**config.mk**
```make
export PLATFORM = sky130hd
export DESIGN_NAME = chunked_adder
export DESIGN_NICKNAME = d
export VERILOG_FILES = /design/src/rtl/chunked_adder_pkg.sv /design/src/rtl/chunk_add.sv /design/src/rtl/chunked_adder.sv
export SDC_FILE = /design/constraint.sdc
export NUM_CORES = 1
export LEC_CHECK = 0
export CORE_MARGIN = 3
export CORE_UTILIZATION = 43
export DETAILED_ROUTE_END_ITERATION = 8
export GPL_ROUTABILITY_DRIVEN = 0
export PLACE_DENSITY = 0.7
export SYNTH_ARGS = -nofsm -noshare
export SYNTH_HDL_FRONTEND = slang
export SYNTH_SLANG_ARGS = --single-unit
```
**constraint.sdc**
```tcl
create_clock -name clk -period 3.33 [get_ports clk]
set_input_delay 0.333 -clock clk [delete_from_list [all_inputs] [get_ports clk]]
set_output_delay 0.333 -clock clk [all_outputs]
set_load 0.01 [all_outputs]
```
**src/rtl/chunked_adder_pkg.sv**
```systemverilog
// rtl/chunked_adder_pkg.sv - shared types and helpers for the chunked adder
package chunked_adder_pkg;

  typedef enum logic [1:0] {
    IDLE = 2'd0,
    ADD  = 2'd1,
    DONE = 2'd2
  } state_t;

  // Chunk counter width. Clamped to 1 so a single-chunk build still has a
  // real (if trivially constant) counter register.
  function automatic int cnt_w(input int nchunk);
    return (nchunk > 1) ? $clog2(nchunk) : 1;
  endfunction

endpackage

```
**src/rtl/chunk_add.sv**
```systemverilog
// rtl/chunk_add.sv - combinational W-bit adder slice with carry-in/out
// Ports:
//   a, b  : W-bit addends
//   cin   : carry-in
//   s     : W-bit sum
//   cout  : carry-out of the slice MSB
module chunk_add #(
  parameter int W = 8
) (
  input  logic [W-1:0] a,
  input  logic [W-1:0] b,
  input  logic         cin,
  output logic [W-1:0] s,
  output logic         cout
);

  assign {cout, s} = {1'b0, a} + {1'b0, b} + {{W{1'b0}}, cin};

endmodule

```
**src/rtl/chunked_adder.sv**
```systemverilog
// rtl/chunked_adder.sv - multi-cycle adder summing CHUNK bits per clock
// Optional feature macro: CHUNKED_ADDER_OVF_EN adds the ovf port and logic.
// Ports:
//   clk, rst_n          : clock, asynchronous active-low reset
//   in_valid / in_ready : operand handshake (a, b, cin)
//   out_valid / out_ready : result handshake (sum, cout[, ovf])
//   sum  : a + b + cin modulo 2^WIDTH
//   cout : carry out of the MSB
//   ovf  : signed overflow (only with CHUNKED_ADDER_OVF_EN)
module chunked_adder
  import chunked_adder_pkg::*;
#(
  parameter int WIDTH = 32,
  parameter int CHUNK = 8
) (
  input  logic             clk,
  input  logic             rst_n,
  input  logic             in_valid,
  output logic             in_ready,
  input  logic [WIDTH-1:0] a,
  input  logic [WIDTH-1:0] b,
  input  logic             cin,
  output logic             out_valid,
  input  logic             out_ready,
  output logic [WIDTH-1:0] sum,
  output logic             cout
`ifdef CHUNKED_ADDER_OVF_EN
  ,
  output logic             ovf
`endif
);

  localparam int NCHUNK = WIDTH / CHUNK;
  localparam int CNT_W  = cnt_w(NCHUNK);
  localparam logic [CNT_W-1:0] LAST_CNT = CNT_W'(NCHUNK - 1);

  state_t state, next_state;

  logic [WIDTH-1:0] a_q, b_q, sum_q;
  logic             carry_q, cout_q;
  logic [CNT_W-1:0] cnt_q;

  logic [CHUNK-1:0] a_chunk, b_chunk, s_chunk;
  logic             c_chunk;

  // State register
  always_ff @(posedge clk or negedge rst_n) begin
    if (!rst_n) state <= IDLE;
    else        state <= next_state;
  end

  // Next-state logic
  always_comb begin
    next_state = state;
    case (state)
      IDLE:    if (in_valid)           next_state = ADD;
      ADD:     if (cnt_q == LAST_CNT)  next_state = DONE;
      DONE:    if (out_ready)          next_state = IDLE;
      default:                         next_state = IDLE;
    endcase
  end

  // Outputs decoded from state
  always_comb begin
    in_ready  = (state == IDLE);
    out_valid = (state == DONE);
  end

  // Select the active operand slice; a mux over chunk indices keeps the
  // selection free of variable part-select arithmetic.
  always_comb begin
    a_chunk = '0;
    b_chunk = '0;
    for (int i = 0; i < NCHUNK; i++) begin
      if (cnt_q == CNT_W'(i)) begin
        a_chunk = a_q[i*CHUNK +: CHUNK];
        b_chunk = b_q[i*CHUNK +: CHUNK];
      end
    end
  end

  chunk_add #(.W(CHUNK)) u_chunk_add (
    .a    (a_chunk),
    .b    (b_chunk),
    .cin  (carry_q),
    .s    (s_chunk),
    .cout (c_chunk)
  );

`ifdef CHUNKED_ADDER_OVF_EN
  logic ovf_q;
`endif

  // Datapath registers. Operands are captured at acceptance so the producer
  // may change a/b afterwards; results hold through DONE until the next op.
  always_ff @(posedge clk or negedge rst_n) begin
    if (!rst_n) begin
      a_q     <= '0;
      b_q     <= '0;
      sum_q   <= '0;
      carry_q <= 1'b0;
      cout_q  <= 1'b0;
      cnt_q   <= '0;
`ifdef CHUNKED_ADDER_OVF_EN
      ovf_q   <= 1'b0;
`endif
    end else begin
      case (state)
        IDLE: begin
          if (in_valid) begin
            a_q     <= a;
            b_q     <= b;
            carry_q <= cin;
            cnt_q   <= '0;
          end
        end
        ADD: begin
          for (int i = 0; i < NCHUNK; i++) begin
            if (cnt_q == CNT_W'(i)) sum_q[i*CHUNK +: CHUNK] <= s_chunk;
          end
          carry_q <= c_chunk;
          cnt_q   <= cnt_q + CNT_W'(1);
          if (cnt_q == LAST_CNT) begin
            cout_q <= c_chunk;
`ifdef CHUNKED_ADDER_OVF_EN
            // The last chunk carries the MSB, so its fresh sum bit is the
            // result sign used for the overflow test.
            ovf_q  <= (a_q[WIDTH-1] == b_q[WIDTH-1]) &&
                      (s_chunk[CHUNK-1] != a_q[WIDTH-1]);
`endif
          end
        end
        default: ;
      endcase
    end
  end

  assign sum  = sum_q;
  assign cout = cout_q;
`ifdef CHUNKED_ADDER_OVF_EN
  assign ovf  = ovf_q;
`endif

endmodule

```
---- Word-level counts from Yosys, hierarchy flattened ----
Cells that the tools add are included.
word-level totals
  input port bits ......................... 69
  output and inout bits ................... 35
  word-level logic and storage cells ...... 47
  register bits after elaboration ......... 102
operators by class
  eq/ne operators ......................... 8
  reduce and logical (&&, ||, !) cells .... 10
  add/sub/neg operators ................... 3
  multiplexer cells ....................... 16
operators with widths
  kind                                                   number
  2-to-1 mux 8 bit                                       8
  AND reduction 2 bit                                    6
  adder 8 x 8 -> 9 bit                                   1
  adder 9 x 1 -> 9 bit                                   1
  2-to-1 mux 2 bit                                       4
  == test 2 bit, second input constant                   3
  one-hot mux 2 bit (3 select lines)                     1
  == test 2 x 1 -> 1 bit, second input constant          2
  logical NOT 2 bit                                      2
  inequality test 2 bit, second input constant           2
  one-hot mux 2 bit (2 select lines)                     1
  AND reduction 3 bit                                    1
  adder 2 x 1 -> 2 bit, second input constant            1
  inequality test 2 x 1 -> 1 bit, second input constant  1
  one-hot mux 1 bit (2 select lines)                     1
  nonzero test 2 bit                                     1
  2-to-1 mux 1 bit                                       1

---- Depth between registers and ports, before layout ----
  word-level depth ........................ 8
  depth in mapped cells ................... 15
  depth with buffers taken out ............ 13

---- Modules after synthesis ----
A second synthesis with hierarchy kept.
second synthesis, totals
  cells, all modules ...................... 335
  area, all modules ....................... 4797.1 um2
by module, submodules not included
  module         instances  cells an instance  area an instance (um2)  sequential area each (um2)
  chunked_adder  1          295                4465.5                  2552.4
  chunk_add      1          40                 331.6                   0.0

---- Least setup slack after synthesis ----
No wires, ideal clock.
  kind .................................... register to register
  from .................................... register cnt_q[0]
  to ...................................... register sum_q[14] (netlist: sum[14])
  buffers on the path ..................... 2
  slack ................................... 338 ps
  library setup time ...................... 130 ps
  clock period less this slack ............ 2992 ps
  arrival ................................. 2861 ps
  stages on the path, launching flop included .. 15
  data required time ...................... 3200 ps
  cells stage by stage .................... dfrtp_1 -> inv_1 -> ha_1 -> clkbuf_1 -> clkbuf_1 -> a221oi_1 -> nor3_1 -> a21oi_1 -> fa_1 -> fa_1 -> nor2b_1 -> o31a_1 -> o21ai_0 -> a21boi_0 -> o31ai_1
between the ends
  cells in the longest elaborated chain, start to end .. 7
  elaborated cells between the ends (all ways) .. 15
  those cells by class .................... add/sub (2); eq/ne (3); mux (8); reduce/logical (2)
ends and longest elaborated chain
  what                             line                  RTL
  from (decl)                      chunked_adder.sv:41   logic [CNT_W-1:0] cnt_q;
  from (signal assigned)           chunked_adder.sv:122  cnt_q <= cnt_q + CNT_W'(1);
  logical NOT 2 bit                chunked_adder.sv:75   if (cnt_q == CNT_W'(i)) begin
  2-to-1 mux 8 bit (4 in a row)    chunked_adder.sv:75
  adder 8 x 8 -> 9 bit             chunk_add.sv:17       assign {cout, s} = {1'b0, a} + {1'b0, b} + {{W{1'b0}}, cin};
  adder 9 x 1 -> 9 bit             chunk_add.sv:17
  to (signal, indexed assignment)  chunked_adder.sv:119  if (cnt_q == CNT_W'(i)) sum_q[i*CHUNK +: CHUNK] <= s_chunk;
  to (decl)                        chunked_adder.sv:39   logic [WIDTH-1:0] a_q, b_q, sum_q;
Several ways; a longest one is shown, not always the timed one.
A chain may end at the register's enable or synchronous reset.

---- Final worst setup path ----
  from .................................... register cnt_q[1]
  to ...................................... register sum_q[14] (netlist: sum[14])
The elaborated chain is that of the path after synthesis.

==> results.ini <==
[route]
totalWireLength_um = 10700
drt_iter0_markers = 159
vias_per_cell = 5.23
dr.pass1.iters = 4
dr_total_vias = 3470
detail_route.wl_per_cell_um = 16.1
drcViolationCount = 0
antenna_left = 0

[synth]
ys_seq_elements = 102
synth_area_um2 = 4750
synth_fp_nets = 505
syn_inst = 423
yosysMostFrequentCell = dfrtp_1
synthTopCellsByArea = dfrtp_1, mux2_2, nand2_1, o21ai_0, a21oi_1
yosys_warnings = 0
yosysTopAreaCell = dfrtp_1
synth_edf_count = 0
synth-main-ff-cell = dfrtp_1
synth.distinct_cells = 35
synth_top_area_share_pct = 53.7
async_flop_share_pct = 100
synth_common_cells = dfrtp_1, mux2_2, nand2_1
synth_area_per_cell_um2 = 11.2
synth-seq-area-share_pct = 53.7

[critical_path]
r2r_start = cnt_q[1]
crit_arrival_ns = 3.41
cp_slowest_stage_delay_ns = 0.45
critPathMaxFanout = 27
crit_chain = inv_1 > ha_2 > buf_8 > a221oi_1 > nor3_1 > a21oi_1 > fa_1 > fa_1 > nor2b_1 > o31a_1 > o21ai_0 > nor3b_1 > o31ai_1
ff2ff_setup_slack_ns = 0.20
reg2reg_to = sum[14]
endpoint_kind = flip-flop
worst-setup-path-type = reg2reg
reg2regPathDepth = 13
timing.critical_path.mode_cell = fa_1
cp-start-kind = flip-flop
required_ns = 3.60
critPathSlowestCell = fa_1

[status]
outcome = complete, no violations

[cts]
h-tree-depth = 3
cts-root-buf = clkbuf_8
ctsResizeCount = 0
cts_tree = built
clk_pin_slew_ns = 0.10
clk_path_buf_depth = 2
cts_sinks = 102
postCtsHoldBufs = 0
post_cts_buffers = 0
clk-insertion-delay-late_ns = 0.37
cts_inserted_buffers = 9

[power]
p_per_area_nw_per_um2 = 1100
p_leak_nw = 2.60
max-vdd-ir-drop_v = 0.000502

[timing]
max_freq_mhz = 319
setup_viol = 0
finalCritPeriodShare_pct = 94.1
worstMarginPinSlew_ns = 0.701
fin_crit_ns = 3.13
finalSetupTns_ns = 0
rsz0062_at_grt = no
final-hold-violation-count = 0
max-slew-margin-rel_pct = 53.3
finalClockSkew_ns = 0.0123
report.final.slew_viol_count = 0

[grt]
overflow = 0
grt_first_pass_wirelength_um = 17500
grt_max_degree = 59
antenna_found_initial = 0
grt_pass1_vias = 3572
track_usage_pct = 17.5

[run]
cap_violations = 0

[placed_design]
numPortBuffers = 103
hpwl_um = 8130
placedInstanceArea_um2 = 5920

[finish]
fillers = 931
drive_gt1_share_pct = 19.2
syn_to_final_growth_pct = 29.8
seq_area_um2 = 2550
n_antenna_cell = 0
finalInstanceArea_um2 = 6170
nets = 604
multi_input_area_um2 = 2050

[floorplanning]
dieArea_um2 = 12400
rows = 37
ios = 104
die_w_um = 111
core_area_um2 = 10600
fp.dieH_um = 111
initial_utilization_pct = 45.0

[worst_hold_path]
hp-class = in2async

[how the worst max path moves through the flow]
stage	cells after the start	end	slack, ns	startpoint
after global placement	13	sum[14]	0.21	cnt_q[0]
final	13	sum[14]	0.20	cnt_q[1]
after floorplan	14	sum[14]	0.34	cnt_q[0]
after global routing	13	sum[14]	0.003	cnt_q[1]
after detailed placement	13	sum[6]	0.07	cnt_q[0]
after CTS	13	sum[14]	0.03	cnt_q[0]
[where the power goes]
group / switching, W / internal (W) / total [W]
combinational: 0.00189 / 0.00179 / 0.00368
sequential: 0.000357 / 0.00187 / 0.00223
clock: 0.000418 / 0.000464 / 0.000882
total: 0.00266 / 0.00413 / 0.00679
[flip-flops by register name, indices dropped and copies added, names as in the netlist]
signal and flops:
a_q 32, b_q 32, sum 32, cnt_q 2, state 2, carry_q 1, cout 1
[stage by stage]
step	setup slack [ns]	hold WS, ns	cells	total power [W]	utilization (%)
after floorplan	0.338	0.0374	423	0.00470	-
after global placement	0.210	0.430	647	0.00577	56.1
after detailed placement	0.0652	0.427	647	0.00592	56.1
after CTS	0.0330	0.0217	663	0.00681	58.3
after global routing	0.00270	0.0550	663	0.00733	58.5
final	0.196	0.00215	663	0.00679	58.5
[cell families after synthesis]
| family | synth area share (%) |
|---|---|
| xor+xnor | 0.527 |
| mux | 16.7 |
| simple gates | 9.98 |
| flops | 53.7 |
| compound gates | 11.8 |
| fa+ha+maj | 3.74 |
| buf+inv | 3.50 |
[layout make-up]
class,instances,share of cell area (%)
Inverter,10,0.608
Clock inverter,5,1.32
Sequential cell,102,41.4
Clock buffer,11,2.45
Timing Repair Buffer,114,18.3
Tap cell,136,2.76
Multi-Input combinational cell,285,33.2
[cell usage in the layout, fill, tap and decap left out, types with 4 or more instances in the layout]
cell type        count
dfrtp_1            102
clkdlybuf4s50_1    102
mux2_2              68
nand2_1             55
o21ai_0             38
a21oi_1             30
nor2_1              13
nand3b_1            11
clkbuf_8            11
inv_1               10
ha_1                10
buf_4               10
nor2b_1              7
nor3_1               6
o31ai_1              6
a221oi_1             4
o21ai_1              4
[routing by layer]
layer	GRT usage [%]	part of all wire, %	vias up
met3	3.71	5.4	12
met1	23.5	47	1681
met4	5.11	1.3	0
met2	28.8	46	105
li1	-	-	1672
met5	0	0	-
[critical path: cells and delay by family (launching register included)]
family | cells | cell delay (ns)
fa+ha+maj | 3 | 1.10
compound gates | 5 | 0.70
simple gates | 3 | 0.51
flops | 1 | 0.41
buf+inv | 2 | 0.30
Note: power is estimated with default switching activity, not from simulation.
